### src/rtl/pdm_audio_fifo.sv
// PDM microphone front end: divided PDM clock, per-channel integrate-and-dump
// decimation, sample FIFO drained over a 4-register bus, level interrupt.
module pdm_audio_fifo #(
    parameter int CHANNELS     = 2,
    parameter int CLK_DIV      = 4,
    parameter int DECIM        = 64,
    parameter int SAMPLE_WIDTH = 16,
    parameter int FIFO_DEPTH   = 16,
    parameter int IRQ_LEVEL    = 8
) (
    input  logic        i_busclk,
    input  logic        i_reset,
    input  logic        i_en,
    input  logic [3:0]  i_addr,
    input  logic [31:0] i_wrdata,
    input  logic [3:0]  i_wrstrobe,
    output logic [31:0] o_rddata,
    output logic        o_irq,
    input  logic        pin_pdm_data,
    output logic        pin_pdm_clk
);
    localparam int HALF = CLK_DIV / 2;
    localparam int HW   = $clog2(HALF);
    localparam int BW   = $clog2(DECIM);
    localparam int AW   = $clog2(FIFO_DEPTH);
    localparam int LW   = AW + 1;
    localparam int SW   = SAMPLE_WIDTH;

    logic          run, irqEn, ovf, pdmClk, irqR, pend0, pend1;
    logic [1:0]    syncR;
    logic [HW-1:0] halfCnt;
    logic [BW-1:0] bitCnt;
    logic [SW-2:0] acc0, acc1, lat0, lat1, sel;
    logic [SW:0]   mem [FIFO_DEPTH];
    logic [LW-1:0] wrPtr, rdPtr, level;
    logic [SW-1:0] pushVal, headSample;
    logic [15:0]   headExt;
    logic [1:0]    regSel;
    logic          halfMax, riseEv, fallEv, pdmBit, frameEnd;
    logic          rdAcc, ctrlWr, flush, ovfClr, empty, full, pop, push, doPush, dropped;
    logic          unusedBits;

    assign regSel   = i_addr[3:2];
    assign halfMax  = halfCnt == HW'(HALF - 1);
    assign riseEv   = run && halfMax && !pdmClk;
    assign fallEv   = run && halfMax && pdmClk;
    assign pdmBit   = syncR[1];
    assign frameEnd = fallEv && (bitCnt == BW'(DECIM - 1));

    assign rdAcc  = i_en && (i_wrstrobe == 4'b0);
    assign ctrlWr = i_en && i_wrstrobe[0] && (regSel == 2'd0);
    assign flush  = ctrlWr && i_wrdata[2];
    assign ovfClr = i_en && i_wrstrobe[2] && (regSel == 2'd1) && i_wrdata[16];

    assign level   = wrPtr - rdPtr;
    assign empty   = level == '0;
    assign full    = level == LW'(FIFO_DEPTH);
    assign pop     = rdAcc && (regSel == 2'd2) && !empty;
    assign push    = pend0 || pend1;
    // A pop in the same cycle frees a slot, so a full FIFO still accepts the push.
    assign doPush  = push && !flush && (!full || pop);
    assign dropped = push && !flush && full && !pop;

    assign sel     = pend0 ? lat0 : lat1;
    assign pushVal = {sel, 1'b0} - SW'(DECIM);

    assign headSample = mem[rdPtr[AW-1:0]][SW-1:0];
    assign headExt    = 16'($signed(headSample));
    assign unusedBits = ^{i_addr[1:0], i_wrdata[31:17], i_wrdata[15:3]};

    always_comb begin
        o_rddata = '0;
        case (regSel)
            2'd0: o_rddata = {30'b0, irqEn, run};
            2'd1: o_rddata = {14'b0, run, ovf, 16'(level)};
            2'd2: if (!empty) o_rddata = {1'b1, 6'b0, mem[rdPtr[AW-1:0]][SW], 8'b0, headExt};
            default: o_rddata = {4'b0, 4'(CHANNELS), 8'(CLK_DIV), 16'(DECIM)};
        endcase
    end

    always_ff @(posedge i_busclk) begin
        if (i_reset) begin
            run <= 1'b0; irqEn <= 1'b0; ovf <= 1'b0; pdmClk <= 1'b0; irqR <= 1'b0;
            pend0 <= 1'b0; pend1 <= 1'b0; syncR <= '0; halfCnt <= '0; bitCnt <= '0;
            acc0 <= '0; acc1 <= '0; lat0 <= '0; lat1 <= '0; wrPtr <= '0; rdPtr <= '0;
        end else begin
            syncR <= {syncR[0], pin_pdm_data};
            if (ctrlWr) begin
                run   <= i_wrdata[0];
                irqEn <= i_wrdata[1];
            end
            // Stopping discards the partial frame; the next run restarts at bit 0.
            if (!run) begin
                halfCnt <= '0; pdmClk <= 1'b0; bitCnt <= '0; acc0 <= '0; acc1 <= '0;
            end else begin
                halfCnt <= halfMax ? '0 : halfCnt + HW'(1);
                if (halfMax) pdmClk <= !pdmClk;
                if (riseEv) acc0 <= acc0 + (SW-1)'(pdmBit);
                if (fallEv) begin
                    bitCnt <= frameEnd ? '0 : bitCnt + BW'(1);
                    if (frameEnd) begin
                        lat0 <= acc0;
                        lat1 <= (CHANNELS == 2) ? acc1 + (SW-1)'(pdmBit) : '0;
                        acc0 <= '0;
                        acc1 <= '0;
                    end else if (CHANNELS == 2) begin
                        acc1 <= acc1 + (SW-1)'(pdmBit);
                    end
                end
            end
            pend0 <= frameEnd;
            pend1 <= pend0 && (CHANNELS == 2);
            if (flush) begin
                wrPtr <= '0; rdPtr <= '0; ovf <= 1'b0;
            end else begin
                if (doPush) wrPtr <= wrPtr + LW'(1);
                if (pop)    rdPtr <= rdPtr + LW'(1);
                if (dropped)     ovf <= 1'b1;
                else if (ovfClr) ovf <= 1'b0;
            end
            irqR <= irqEn && (level >= LW'(IRQ_LEVEL));
        end
    end

    always_ff @(posedge i_busclk) begin
        if (doPush) mem[wrPtr[AW-1:0]] <= {pend1, pushVal};
    end

    assign o_irq       = irqR;
    assign pin_pdm_clk = pdmClk;
endmodule

### config.mk
export PLATFORM = sky130hd
export DESIGN_NAME = pdm_audio_fifo
export DESIGN_NICKNAME = d
export VERILOG_FILES = /design/src/rtl/pdm_audio_fifo.sv
export SDC_FILE = /design/constraint.sdc
export NUM_CORES = 1
export LEC_CHECK = 0
export CAP_MARGIN = 20
export CORE_ASPECT_RATIO = 0.9
export CORE_UTILIZATION = 30
export DETAILED_ROUTE_END_ITERATION = 6
export GPL_TIMING_DRIVEN = 1
export PLACE_DENSITY = 0.48
export SETUP_SLACK_MARGIN = 0.1
export SKIP_LAST_GASP = 1
export SYNTH_ARGS = -nofsm -noshare
export SYNTH_HDL_FRONTEND = slang
export SYNTH_SLANG_ARGS = --single-unit
### constraint.sdc
create_clock -name i_busclk -period 3.25 [get_ports i_busclk]
set_input_delay 0.4875 -clock i_busclk [delete_from_list [all_inputs] [get_ports i_busclk]]
set_output_delay 0.4875 -clock i_busclk [all_outputs]
set_load 0.1 [all_outputs]
**Word-level counts from Yosys, hierarchy flattened**

Memories as Yosys holds them, arrays and structs flattened. A register that Yosys moved wholly into a read port is not among the register bits.
Cells that the tools add are included.

- Register bits after elaboration: 86
- RAM bits: 272
- Input port bits: 44
- Word-level logic and storage cells: 78
- Memories: 1

- $add $sub $neg: 8
- $lt $le $gt $ge: 1
- Eq/ne operators: 4
- Muxes and demuxes: 14
- Bitwise operators: 1
- Reductions and logical operators: 33

Memory list:

| memory | words | bits a word | read ports | clocked after Yosys merged registers in | wr ports | RTL line | text |
|---|---|---|---|---|---|---|---|
| mem | 16 | 17 | 1 | 1 | 1 | 34 | `logic [SW:0] mem [FIFO_DEPTH];` |

Operators with widths:

| cell | count |
|---|---|
| 32-bit one-hot mux with 3 select lines | 1 |
| 15-bit two-way mux | 5 |
| 32-bit two-way mux | 1 |
| 15-bit by 1-bit adder with 15-bit output | 2 |
| 1-bit logical AND | 18 |
| 16-bit by 7-bit subtractor with 16-bit output, second input constant | 1 |
| 5-bit by 1-bit adder with 5-bit output, second input constant | 2 |
| 4-bit two-way mux | 2 |
| 6-bit by 1-bit adder with 6-bit output, second input constant | 1 |
| 6-bit equality test, second input constant | 1 |
| 6-bit two-way mux | 1 |
| 5-bit equality test, second input constant | 1 |
| 5-bit by 4-bit >= comparator with 1-bit output, second input constant | 1 |
| 1-bit logical NOT | 5 |
| 5-bit logical NOT | 1 |
| 5-bit subtractor | 1 |
| 4-bit logical NOT | 1 |
| 1-bit two-way mux | 4 |
| 2-bit OR reduction | 2 |
| 3-bit AND reduction | 1 |
| 3-bit OR reduction | 1 |
| 2-bit by 1-bit equality test with 1-bit output, second input constant | 1 |
| 2-bit equality test, second input constant | 1 |
| 2-bit logical NOT | 1 |
| other kinds (4) | 5 |

**Longest topological paths before layout**

- Word-level depth: 8
- Mapped depth: 11
- Gate-level depth less buffers: 9

**Worst setup path after synthesis**

OpenSTA, ideal clock, no wires.

- Kind: flip-flop to output port
- Start point: register wrPtr[0]
- End point: output port o_rddata[2]
- Data arrival time: 3.467 ns
- Path slack: -0.704 ns
- Stages on the path, launching flop included: 11
- Cell sequence: dfxtp_1 inv_1 ha_1 inv_1 fa_1 nand3b_1 a211o_1 a22o_1 nand3b_2 buf_4 o22ai_1

- Longest elaborated chain between the ends: 4

Ends and longest elaborated chain:

| item | RTL line | text |
|---|---|---|
| start: declaration | 35 | `logic [LW-1:0] wrPtr, rdPtr, level;` |
| start signal: assignment | 116 | `if (doPush) wrPtr <= wrPtr + LW'(1);` |
| 5-bit subtractor * | 55 | `assign level = wrPtr - rdPtr;` |
| 5-bit logical NOT | 56 | `assign empty = level == '0;` |
| 32-bit two-way mux | 76 | `2'd2: if (!empty) o_rddata = {1'b1, 6'b0, mem[rdPtr[AW-1:0]][SW], 8'b0, headExt};` |
| 32-bit one-hot mux with 3 select lines * | 73 | `case (regSel)` |
| end: declaration | 17 | `output logic [31:0] o_rddata,` |

Mark *: on every way between the ends. The rest lies on a longest branch, timed or not.

**Final worst setup path**

- Start point: register rdPtr[0]
- End point: output port o_rddata[3]

- Longest elaborated chain between the ends: 4

Ends and longest elaborated chain:

| item | RTL line | text |
|---|---|---|
| start: declaration | 35 |  |
| start signal: assignment | 117 | `if (pop) rdPtr <= rdPtr + LW'(1);` |
| 5-bit subtractor * | 55 |  |
| 5-bit logical NOT | 56 |  |
| 32-bit two-way mux | 76 |  |
| 32-bit one-hot mux with 3 select lines * | 73 |  |

Marked as above.

==> metrics.md <==
| Metric | Value |
|---|---|
| Clock Skew | between 0.015 and 0.02 ns |
| Startpoint types | flop |
| HP Class | flop to flop |
| DR WL/cell | about 20 µm |
| Area contributors post-synth | edfxtp_1 53%, dfxtp_1 12%, mux4_1 7.4% |
| Share of the synthesized area in the top cell type | roughly 53% |
| Post-synthesis register bit count | roughly 350 |
| Die width | 235 µm |
| CP Cell Sequence | ha_4 > inv_2 > fa_2 > nand3b_1 > a211o_1 > a22o_4 > nand3b_4 > buf_16 > o22ai_4 > buf_12 |
| M1 WL | ~16000 µm |
| Ports | 78 |
| RSZ-0062 raised after global routing | true |
| Clock sink total | approximately 350 |
| Failing checks | negative setup slack |
| Post-route cell area | 0.0177 mm² |
| Critical path class | flop to output port |
| PortBufs | 37 |
| Row cnt | 76 |
| Antenna violations before repair | 0 |
| Outcome | finished with violations |
| Peak VDD IR | between 300 and 400 µV |
| Fin crit period | about 3.3 ns |
| Post-DP Area | ~0.016 mm² |
| Vias | approximately 8000 |
| Met2 Wirelength | ~16000 µm |
| Critical path capture point type | output port |
| Post-synthesis sequential area ratio | about 65% |
| Core box area | around 0.048 mm² |
| Main synth FF type | edfxtp_1 |
| Critical-path top delay cell | fa_2 |
| Mean area per synthesized cell | 15.5 µm² |
| Top layer in use | met4 |
| First-pass DRT Iterations | 4 |
| Slew Limit Fails | 0 |
| Slowest cell delay on critical path | around 0.45 ns |
| YS warnings | 0 |
| Area Overhead vs Synth | 21.1% |
| First-pass GRT wire length | ~52000 µm |
| Vias/cell | a little under 5 |
| Commonest cells after routing, fill and taps aside | 256 x edfxtp_1, 85 x dfxtp_1, 71 x nand2_1 |
| Total of max-cap violations | 0 |
| Most common cell after layout, fill and taps aside | edfxtp_1 |
| Data arrival, critical path | 2.85 ns |
| Cell taking the most area after synthesis | edfxtp_1 |
| DIE AREA | roughly 0.050 mm² |
| Total negative slack | -0.921 ns |
| Pre-CTS setup slack | around 0.14 ns |
| Leak | roughly 0.0057 µW |
| Clk buf depth | 3 |
| Slew of the pin with the lowest slew margin | between 0.9 and 1 ns |
| TritonCTS Buffers | 37 |
| Worst path required time | about 2.8 ns |
| HPWL after detailed placement | approximately 21000 µm |
| Fraction of registers with async set/reset | 0% |
| Filler Cells Inserted | 4555 |
| CP Max Fanout | 8 |
| Routed Antenna Nets | 0 |
| Fmax | around 300 MHz |
| Post-Route WL | ~34000 µm |
| GPL Wtd Cong | 0.793 |
| Final Hold Fails | 0 |
| Grt ovf | 0 |
| TritonCTS clock tree | done |
| Mapped Cells | between 900 and 1000 |
| Chip height | around 210 µm |
| EDFF count, synth | 256 |
| DRC errors left | 0 |
| Share of cells above drive strength 1 | 20.3% |
| # diodes | 0 |
| Number of nets in the layout | between 1000 and 1500 |
| Global Route Usage Sum | 13.9% |
| Clock Tree Root | clkbuf_16 |
| Worst slew margin | 35.8% |
| Initial Utilization | between 30% and 40% |
| Vias in the first global route | around 8300 |
| Post-synth cell types | between 50 and 60 |
| Power Density | a little over 500 mW/mm² |
| Reg clk slew, reported paths | 0.06 ns |
| Overall power | just under 9000 µW |
| Cell area after synthesis | ~0.015 mm² |
| Largest net degree at the start of global routing | 47 |
| H-tree depth | 2 |
| Final worst setup slack | -0.0837 ns |
| Final core occ | 36.9% |
| Final setup violation count | 17 |
| Iter 0 DRT Violations | roughly 570 |
| Period utilization | 103% |
| WL met3 | ~1100 µm |
| Worst-Skew Late Latency | roughly 0.53 ns |
## per-stage QoR
step / instances / hold slack, ns
after floorplan: 953 / 0.414
after global placement: 1614 / 0.442
after detailed placement: 1614 / 0.447
after CTS: 1685 / 0.455
after global routing: 1688 / 0.475
final: 1688 / 0.452
## routing by layer
layer  vias to the layer above  GRT usage (%)
met1                      4107           19.8
met2                       121           22.3
met5                         -              0
met4                         0           3.36
li1                       3843              -
met3                        39           1.98
## state kept, by name, summed over array words and instances, names as in the netlist, named ones only
signal / cells
acc0: 15
wrPtr: 5
o_irq: 1
lat1: 15
mem: 256
pend0: 1
syncR: 2
irqEn: 1
acc1: 15
pin_pdm_clk: 1
bitCnt: 6
halfCnt: 1
rdPtr: 5
lat0: 15
pend1: 1
ovf: 1
run: 1
## power breakdown
| group | switching (µW) | internal, µW | total (µW) |
|---|---|---|---|
| clock network | 1730 | 2380 | 4110 |
| registers | 1.54 | 4680 | 4680 |
| logic | 102 | 33.3 | 135 |
## worst max-delay path: cells and delay by family (launching register included)
family          cells  cell delay (ns)
compound gates      3             0.61
fa+ha+maj           2             0.61
simple gates        2             0.31
flops               1             0.37
buf+inv             3             0.42
## cell usage after synthesis, drive strengths merged (3+ instances only)
| master | count |
|---|---|
| edfxtp | 256 |
| dfxtp | 90 |
| mux4 | 79 |
| nand2 | 71 |
| nor2 | 53 |
| a21oi | 52 |
| buf | 37 |
| and3 | 27 |
| clkbuf | 21 |
| xor2 | 21 |
| mux2i | 19 |
| o21ai | 19 |
| xnor2 | 19 |
| nor2b | 18 |
| nand3 | 17 |
| ha | 15 |
| a211oi | 12 |
| nor3 | 12 |
| inv | 11 |
| nand4 | 11 |
| and2 | 8 |
| nand2b | 8 |
| or3 | 8 |
| nand3b | 7 |
| mux2 | 6 |
| o22ai | 6 |
| a22oi | 5 |
| nor3b | 5 |
| and4 | 4 |
| clkinv | 4 |
| a21o | 3 |
## logic make-up after synthesis
family / after synthesis / synth area share (%)
muxes: 104 / 15.0
xor gates and xnor gates: 40 / 2.40
buffers and inverters: 73 / 2.73
other: 1 / 0.0257
AOI/OAI and AO/OA: 108 / 4.36
adders and majority gates: 16 / 1.42
DFF: 346 / 64.9
and+or+nand+nor: 256 / 9.15
## path summary, 6_finish.rpt
path	end	slack (ns)	startpoint	cells past startpoint
max	o_rddata[3]	-0.08	rdPtr[0]$_SDFFE_PP0N_	10
min	lat0[2]$_SDFFE_PP0P_	0.45	lat0[2]$_SDFFE_PP0P_	2
max reg2reg	mem[10][10]$_DFFE_PP_	0.37	rdPtr[0]$_SDFFE_PP0N_	10
min reg2reg	lat0[2]$_SDFFE_PP0P_	0.45	lat0[2]$_SDFFE_PP0P_	2
## repair_timing
action / in CTS / in global routing
hold buffers: 0 / 0
gates cloned: 1 / 0
pin swaps: 8 / 5
setup buffers: 4 / 1
setup endpoints to repair: 17 / 17
gates resized for setup: 15 / 2
endpoints found under the hold margin: 0 / 0
## area by class of cell
cell class | count | area, µm² | area share (%)
tap | 624 | 781 | 4.41
multi-input combinational | 534 | 4890 | 27.6
clock buffer | 47 | 973 | 5.50
sequential | 346 | 9500 | 53.7
inverter | 15 | 56.3 | 0.318
timing repair buffer | 103 | 1320 | 7.43
clock inverter | 19 | 193 | 1.09
Power figures use the tool's default switching activity.
